**src/rtl/cam_dvp_emulator_pkg.sv**
```systemverilog
// Shared DVP camera geometry, pattern-mode encodings and helpers for the
// capture path and the synthetic camera source.
package cam_dvp_emulator_pkg;

  localparam int DVP_IMAGE_WIDTH     = 640;
  localparam int DVP_IMAGE_HEIGHT    = 480;
  localparam int DVP_FRAME_WIDTH     = 784;
  localparam int DVP_FRAME_HEIGHT    = 510;
  localparam int DVP_BYTES_PER_PIXEL = 2;
  localparam int DVP_VSYNC_LINES     = 3;
  localparam int DVP_V_START         = 17;

  localparam logic [7:0] DVP_CHROMA_NEUTRAL = 8'h80;

  typedef enum logic [1:0] {
    MODE_CONST = 2'd0,
    MODE_HRAMP = 2'd1,
    MODE_VRAMP = 2'd2,
    MODE_CHECK = 2'd3
  } pattern_mode_e;

  typedef enum logic {
    S_IDLE  = 1'b0,
    S_FRAME = 1'b1
  } emu_state_e;

  // 8x8 checkerboard: bit 3 of each coordinate selects the tile colour.
  function automatic logic [7:0] checker_luma(input logic x_bit3, input logic y_bit3);
    return (x_bit3 ^ y_bit3) ? 8'hFF : 8'h00;
  endfunction

endpackage

```
**src/rtl/cam_dvp_emulator_pattern_gen.sv**
```systemverilog
// Combinational YUYV test-pattern byte generator: luma on even bytes,
// neutral chroma on odd bytes.
module dvp_pattern_gen
  import cam_dvp_emulator_pkg::*;
(
  input  pattern_mode_e mode_i,
  input  logic [7:0]    const_i,
  input  logic [7:0]    x_i,
  input  logic [7:0]    y_i,
  input  logic          odd_i,
  output logic [7:0]    byte_o
);

  always_comb begin
    byte_o = DVP_CHROMA_NEUTRAL;
    if (!odd_i) begin
      case (mode_i)
        MODE_CONST: byte_o = const_i;
        MODE_HRAMP: byte_o = x_i;
        MODE_VRAMP: byte_o = y_i;
        MODE_CHECK: byte_o = checker_luma(x_i[3], y_i[3]);
        default:    byte_o = 8'h00;
      endcase
    end
  end

endmodule

```
**src/rtl/cam_dvp_emulator.sv**
```systemverilog
// Synthetic OV7670-style DVP source: frame FSM, byte/line counters and
// registered pclk/vsync/href/data outputs, one pipeline clock behind the counters.
module cam_dvp_emulator
  import cam_dvp_emulator_pkg::*;
#(
  parameter int IMAGE_WIDTH     = DVP_IMAGE_WIDTH,
  parameter int IMAGE_HEIGHT    = DVP_IMAGE_HEIGHT,
  parameter int FRAME_WIDTH     = DVP_FRAME_WIDTH,
  parameter int FRAME_HEIGHT    = DVP_FRAME_HEIGHT,
  parameter int BYTES_PER_PIXEL = DVP_BYTES_PER_PIXEL,
  parameter int VSYNC_LINES     = DVP_VSYNC_LINES,
  parameter int V_START         = DVP_V_START
) (
  input  logic        clock,
  input  logic        n_rst,
  input  logic        in_enable,
  input  logic [1:0]  in_mode,
  input  logic [7:0]  in_const,
  output logic        out_pclk,
  output logic        out_vsync,
  output logic        out_href,
  output logic [7:0]  out_data,
  output logic        out_frame_done,
  output logic [15:0] out_frame_cnt
);

  localparam int BYTES_PER_LINE = BYTES_PER_PIXEL * FRAME_WIDTH;
  localparam int BW = $clog2(BYTES_PER_LINE + 1);
  localparam int LW = $clog2(FRAME_HEIGHT + 1);

  localparam logic [BW-1:0] B_LAST = BW'(BYTES_PER_LINE - 1);
  localparam logic [BW-1:0] B_ACT  = BW'(BYTES_PER_PIXEL * IMAGE_WIDTH);
  localparam logic [BW-1:0] B_BPP  = BW'(BYTES_PER_PIXEL);
  localparam logic [LW-1:0] L_LAST = LW'(FRAME_HEIGHT - 1);
  localparam logic [LW-1:0] L_VS   = LW'(VSYNC_LINES);
  localparam logic [LW-1:0] L_V0   = LW'(V_START);
  localparam logic [LW-1:0] L_V1   = LW'(V_START + IMAGE_HEIGHT);

  emu_state_e    state_q;
  logic          ph_q;
  logic [BW-1:0] b_q, b_d;
  logic [LW-1:0] l_q, l_d;
  pattern_mode_e mode_q, mode_eff;
  logic [7:0]    const_q, const_eff;

  logic          frame_start, b_wrap, frame_end;
  logic          vsync_d, href_d;
  logic [7:0]    x8, y8, pix;

  always_comb begin
    frame_start = (state_q == S_FRAME) && !ph_q && (b_q == '0) && (l_q == '0);
    b_wrap      = ph_q && (b_q == B_LAST);
    frame_end   = (state_q == S_FRAME) && b_wrap && (l_q == L_LAST);

    // The frame-start byte already uses the freshly sampled mode.
    mode_eff  = frame_start ? pattern_mode_e'(in_mode) : mode_q;
    const_eff = frame_start ? in_const : const_q;

    vsync_d = (l_q < L_VS);
    href_d  = (l_q >= L_V0) && (l_q < L_V1) && (b_q < B_ACT);
    x8      = 8'(b_q / B_BPP);
    y8      = 8'(l_q - L_V0);

    b_d = b_q;
    l_d = l_q;
    if (ph_q) begin
      if (b_wrap) begin
        b_d = '0;
        l_d = (l_q == L_LAST) ? '0 : l_q + 1'b1;
      end else begin
        b_d = b_q + 1'b1;
      end
    end
  end

  dvp_pattern_gen u_pattern (
    .mode_i  (mode_eff),
    .const_i (const_eff),
    .x_i     (x8),
    .y_i     (y8),
    .odd_i   (b_q[0]),
    .byte_o  (pix)
  );

  always_ff @(posedge clock) begin
    if (!n_rst) begin
      state_q        <= S_IDLE;
      ph_q           <= 1'b0;
      b_q            <= '0;
      l_q            <= '0;
      mode_q         <= MODE_CONST;
      const_q        <= 8'h00;
      out_pclk       <= 1'b0;
      out_vsync      <= 1'b0;
      out_href       <= 1'b0;
      out_data       <= 8'h00;
      out_frame_done <= 1'b0;
      out_frame_cnt  <= 16'h0000;
    end else begin
      out_frame_done <= 1'b0;
      case (state_q)
        S_IDLE: begin
          ph_q      <= 1'b0;
          b_q       <= '0;
          l_q       <= '0;
          out_pclk  <= 1'b0;
          out_vsync <= 1'b0;
          out_href  <= 1'b0;
          out_data  <= 8'h00;
          if (in_enable) state_q <= S_FRAME;
        end
        S_FRAME: begin
          ph_q     <= ~ph_q;
          b_q      <= b_d;
          l_q      <= l_d;
          out_pclk <= ph_q;
          if (frame_start) begin
            mode_q  <= mode_eff;
            const_q <= const_eff;
          end
          // New byte presented as pclk falls; it holds through the following rise.
          if (!ph_q) begin
            out_vsync <= vsync_d;
            out_href  <= href_d;
            out_data  <= href_d ? pix : 8'h00;
          end
          if (frame_end) begin
            out_frame_done <= 1'b1;
            out_frame_cnt  <= out_frame_cnt + 1'b1;
            if (!in_enable) state_q <= S_IDLE;
          end
        end
        default: state_q <= S_IDLE;
      endcase
    end
  end

endmodule

```
**config.mk**
```make
export PLATFORM = sky130hd
export DESIGN_NAME = cam_dvp_emulator
export DESIGN_NICKNAME = d
export VERILOG_FILES = /design/src/rtl/cam_dvp_emulator_pkg.sv /design/src/rtl/cam_dvp_emulator_pattern_gen.sv /design/src/rtl/cam_dvp_emulator.sv
export SDC_FILE = /design/constraint.sdc
export NUM_CORES = 1
export LEC_CHECK = 0
export ABC_AREA = 1
export CAP_MARGIN = 25
export CORE_ASPECT_RATIO = 0.7
export CORE_MARGIN = 4
export CORE_UTILIZATION = 35
export CTS_CLUSTER_SIZE = 28
export DETAILED_ROUTE_END_ITERATION = 6
export MAX_ROUTING_LAYER = met4
export PLACE_DENSITY_LB_ADDON = 0.12
export RECOVER_POWER = 25
export SYNTH_ARGS = -nofsm -noshare
export SYNTH_HDL_FRONTEND = slang
export SYNTH_SLANG_ARGS = --single-unit
export TNS_END_PERCENT = 1
```
**constraint.sdc**
```tcl
create_clock -name clock -period 4.8 [get_ports clock]
set_input_delay 1.44 -clock clock [delete_from_list [all_inputs] [get_ports clock]]
set_output_delay 1.44 -clock clock [all_outputs]
set_load 0.05 [all_outputs]
```
Yosys cells after proc, flatten, opt, wreduce, memory -nomap -nowiden:

Index checks and enable logic that the tools add are counted.

* add/subtract/negate cells: 4
* $lt $le $gt $ge: 4
* equality and inequality tests: 8
* mux-type cells: 25
* bitwise gates (word level): 3
* reductions and logical operators: 16

Operators with widths (count)
* $mux 8: 5
* $pmux 8 s4: 1
* $mux 9: 3
* $mux 11: 2
* $pmux 11 s2: 1
* $pmux 9 s2: 1
* $add 16x1->16 const B: 1
* $pmux 8 s2: 1
* $add 11x1->11 const B: 1
* $eq 11x11->1 const B: 1
* $logic_not 11->1: 1
* $lt 11x11->1 const B: 1
* $pmux 1 s2: 5
* $add 9x1->9 const B: 1
* $eq 9x9->1 const B: 1
* $ge 9x5->1 const B: 1
* $logic_not 9->1: 1
* $lt 9x2->1 const B: 1
* $lt 9x9->1 const B: 1
* $logic_and 1x1->1: 8
* $reduce_and 2->1: 4
* $sub 8x5->8 const B: 1
* $mux 1: 5
* $eq 2x2->1 const B: 2
* 8 further kinds: 10

* register bits after elaboration: 60
* output and inout bits: 28
* word-level logic and storage cells: 72

Depth between registers and ports, before layout:

* word-level depth: 11
* depth in mapped cells: 15

By module:

A second synthesis with hierarchy kept.

* cells, all modules: 507
* area, all modules: 3412.0 µm²

Modules (own cells, without submodules)
* cam_dvp_emulator: instances 1, cells each 440, area each 3064.2 µm²
* dvp_pattern_gen: instances 1, cells each 67, area each 347.8 µm²

Worst setup path after synthesis:

Ideal clock, no wire load.

* kind: input to register
* from: input n_rst
* to: register out_data[5]
* arrival: 2273 ps
* slack: 2468 ps
* stages on the path: 8
* path buffers: 0
* cells stage by stage: inv_2 > nor2_1 > o2111ai_1 > nor2_2 > nand2_1 > inv_1 > o21ai_2 > nand2_1

RTL lines
* start, declared: RTL line cam_dvp_emulator.sv:15 `input logic n_rst,`
* end signal, assigned: RTL line cam_dvp_emulator.sv:125 `out_data <= href_d ? pix : 8'h00;`
* end, declared: RTL line cam_dvp_emulator.sv:22 `output logic [7:0] out_data,`

==> flow_summary.toml <==
[outcome]
outcome = "completed"

[detailed_routing]
wl_mm = 9.13
drt_iter0_drc = 196
drc = 0
detail_route.wl_per_cell_um = 13.8
routed_via_density = 4.86
first_pass_iters = 5
via_count = 3219
ant_nets = 0

[final_layout]
fin_util_pct = 45.4
areaGrowthSynthToFinish_pct = 24.0
fin_nets = 554
ff_latch_area_um2 = 1200
multi_input_area_um2 = 1900
nFillCells = 933
n_antenna_cell = 0
layout-drive-gt1-share_pct = 8.91

[critical_path]
critPathMaxFanout = 27
crit_required_ns = 5.08
startpoint = "n_rst"
critPathArrivalTime_ns = 3.98
r2r_slack_ns = 2.53
crit_family = "buffers and inverters"
crit_path_max_incr_delay_ns = 0.77
path_depth = 9
reg2reg_depth = 8
worst_setup_path_end_kind = "flip-flop"
rr_startpoint = "l_q[5]$_SDFFE_PN0P_"
crit_path_top_delay_cell = "dlygate4sd3_1"
cp_cell_sequence = "dlygate4sd3_1 > inv_1 > nor2_1 > o2111ai_1 > nor2_2 > nand2_1 > inv_1 > o21ai_1 > nand2_1"
criticalPathCategory = "in2reg"
endpoint = "out_data[4]$_SDFFE_PN0N_"
cp_num_buf_inv = 3
r2r-end = "out_frame_cnt[1]$_SDFFE_PN0P_"
cp-start-kind = "input pin"

[floorplan]
rows = 29
start_util_pct = 36.6
die_x_um = 126
ios = 41
die_area_um2 = 11300
dieHeight_um = 90.3
coreArea_um2 = 9250

[yosys]
synth_edf_count = 0
synth.most_common_cell = "nand2_1"
yosys_warnings = 0
seq_area_frac_synth_pct = 35.5
yosysTopAreaCell = "dfxtp_1"
synthArstFlopShare_pct = 0
synth_cell_types = 39
netlist_top_cells_count = "nand2_1 (145), dfxtp_1 (60), inv_1 (55)"
avgSynthCellArea_um2 = 6.89
postSynthCellCount = 492
ys.flop_type = "dfxtp_1"
synth.area.top_cells = "dfxtp_1 (35%), nand2_1 (16%), inv_1 (6.1%), nor2_1 (5.5%), xor2_1 (4.7%)"
yosys_register_bits = 60
syn_nets = 512
syn_area_um2 = 3390
synth_top_area_share_pct = 35.5

[timing]
relSlewSlack_pct = 42.6
rsz0062_at_grt = "false"
fin_setup_tns_ns = 0
fmax_mhz = 270
worst_pin_slew_ns = 0.860
hold_viol = 0
fin_crit_ns = 3.71
setup_viol = 0
report.final.slew_viol_count = 0
hold_slack_ns = 0.452
finalCritPeriodShare_pct = 77.2
skew_ns = 0.00718
timing.final.ws_setup_ns = 1.09

[hold_path]
hold_path.class = "reg2reg"
min_path_cells = 2
min-delay-start = "out_vsync$_SDFFE_PN0N_"

[clocking]
cts_made_buffers = 9
cts_root_buf = "clkbuf_16"
hold_buffers = 0
clkTransAtPathRegs_ns = 0.05
cts_resized = 0
cts_max_path_buffers = 2
cts_sinks = 60
clkLatencyLatePin_ns = 0.33
cts_tree = "yes"
post_cts_buffers = 0
h-tree-depth = 3

[pwr]
clockPowerShare_pct = 52.7
p_int_mw = 1.01
comb_power_share_pct = 8.1
p_sw_uw = 294
p_per_area_nw_per_um2 = 310
seqPwrFrac_pct = 39.3
swShare_pct = 22.6
ir_drop_mv = 0.198
p_leak_nw = 1.74

[job]
cap_violations = 0

[global_route]
grt_max_degree = 28
grt_usage_pct = 17.3
first_global_vias = 3010
grt_pass1_wl_mm = 15.3
antenna_found_initial = 0
grt.overflow.total = 0

[placed_design]
gp_congestion = 0.879
dp_hpwl_mm = 7.05
dp_slack_ns = 1.11
portBuffers = 40
-- registers in the layout, summed over array words and instances, names as in the netlist --
name,count
b_q,11
const_q,8
l_q,9
mode_q,2
out_data,8
out_frame_cnt,16
out_frame_done,1
out_href,1
out_pclk,1
out_vsync,1
ph_q,1
state_q,1
-- metrics by stage --
step,power [mW],cells,cell area [µm²]
after global routing,1.35,663,4200
final,1.30,663,4200
after CTS,1.32,663,4200
after global placement,0.627,647,3880
after detailed placement,0.627,647,3880
after floorplan,0.596,492,3390
-- power groups by stage --
stage,Combinational (mW),Clock (mW),Sequential (mW)
2_1_floorplan,0.0739,0,0.522
3_3_place_gp,0.106,0,0.521
3_5_place_dp,0.106,0,0.521
4_1_cts,0.106,0.702,0.511
5_1_grt,0.118,0.723,0.511
6_report,0.105,0.685,0.511
-- metal layers --
metal  track usage (%)  wire [µm]  share of wire [%]  vias to the layer above
met4              5.60        153                1.7                        0
met5                 -          0                  0                        -
li1                  -          -                  -                     1657
met3              5.20        670                7.3                       10
met2              21.5       3500                 38                      101
met1              26.1       4800                 53                     1451
-- logic make-up (layout without fill, tap and decap cells) --
group	Yosys count	count (layout)	share of synthesized area, %
compound gates	59	59	10.2
xor+xnor	23	23	5.95
fa+ha+maj	7	7	2.58
buf+inv	70	117	8.49
flops	60	60	35.5
simple gates	273	273	37.3
-- worst register-to-register path: stages (launching register included) --
cell and delay [ns]:
dfxtp_1 0.46, nand2_1 0.15, nor3_2 0.19, nand4_1 0.27, inv_1 0.17, nand3_1 0.37, clkinv_1 0.34, nand2_1 0.08
a21oi_1 0.15
-- cell type report --
cell class / count / share of cell area, %
inverters: 61 / 5.45
multi-input cells: 362 / 45.2
clock inverters: 5 / 1.79
clock buffers: 11 / 5.78
repair buffers: 40 / 9.53
well taps: 124 / 3.69
flip-flops and latches: 60 / 28.6
-- cell usage in the layout, fill, tap and decap left out, types with 2 or more instances in the layout --
| master | synthesis | final |
|---|---|---|
| clkinv_2 | 0 | 3 |
| nor2_2 | 5 | 5 |
| nand2_4 | 3 | 3 |
| bufinv_16 | 0 | 2 |
| o21ai_0 | 12 | 12 |
| nor3_2 | 3 | 3 |
| xor2_1 | 18 | 18 |
| nor3b_1 | 2 | 2 |
| inv_1 | 55 | 56 |
| ha_1 | 7 | 7 |
| nor2_4 | 5 | 5 |
| inv_2 | 5 | 4 |
| nor4_1 | 5 | 5 |
| nand2_2 | 5 | 5 |
| o22ai_1 | 9 | 9 |
| xnor2_1 | 5 | 5 |
| nand3_2 | 3 | 3 |
| nand4_1 | 9 | 9 |
| dfxtp_1 | 60 | 60 |
| clkdlybuf4s50_1 | 0 | 39 |
| nor3_1 | 9 | 9 |
| a21boi_1 | 5 | 5 |
| nor2_1 | 50 | 50 |
| o21ai_1 | 5 | 5 |
| nand3_1 | 24 | 24 |
| o21a_1 | 2 | 2 |
| nand2_1 | 145 | 145 |
| a21oi_1 | 20 | 20 |
| clkbuf_16 | 0 | 9 |
| o21ai_2 | 2 | 2 |
-- how the worst min path moves through the flow --
stage | endpoint | slack [ns]
3_3_place_gp | out_data[1]$_SDFFE_PN0N_ | 0.44
2_1_floorplan | const_q[7]$_SDFFE_PN0P_ | 0.45
4_1_cts | out_data[4]$_SDFFE_PN0N_ | 0.46
6_report | out_vsync$_SDFFE_PN0N_ | 0.45
3_5_place_dp | out_data[4]$_SDFFE_PN0N_ | 0.45
5_1_grt | out_data[0]$_SDFFE_PN0N_ | 0.48
Note: power is estimated with default switching activity, not from simulation.
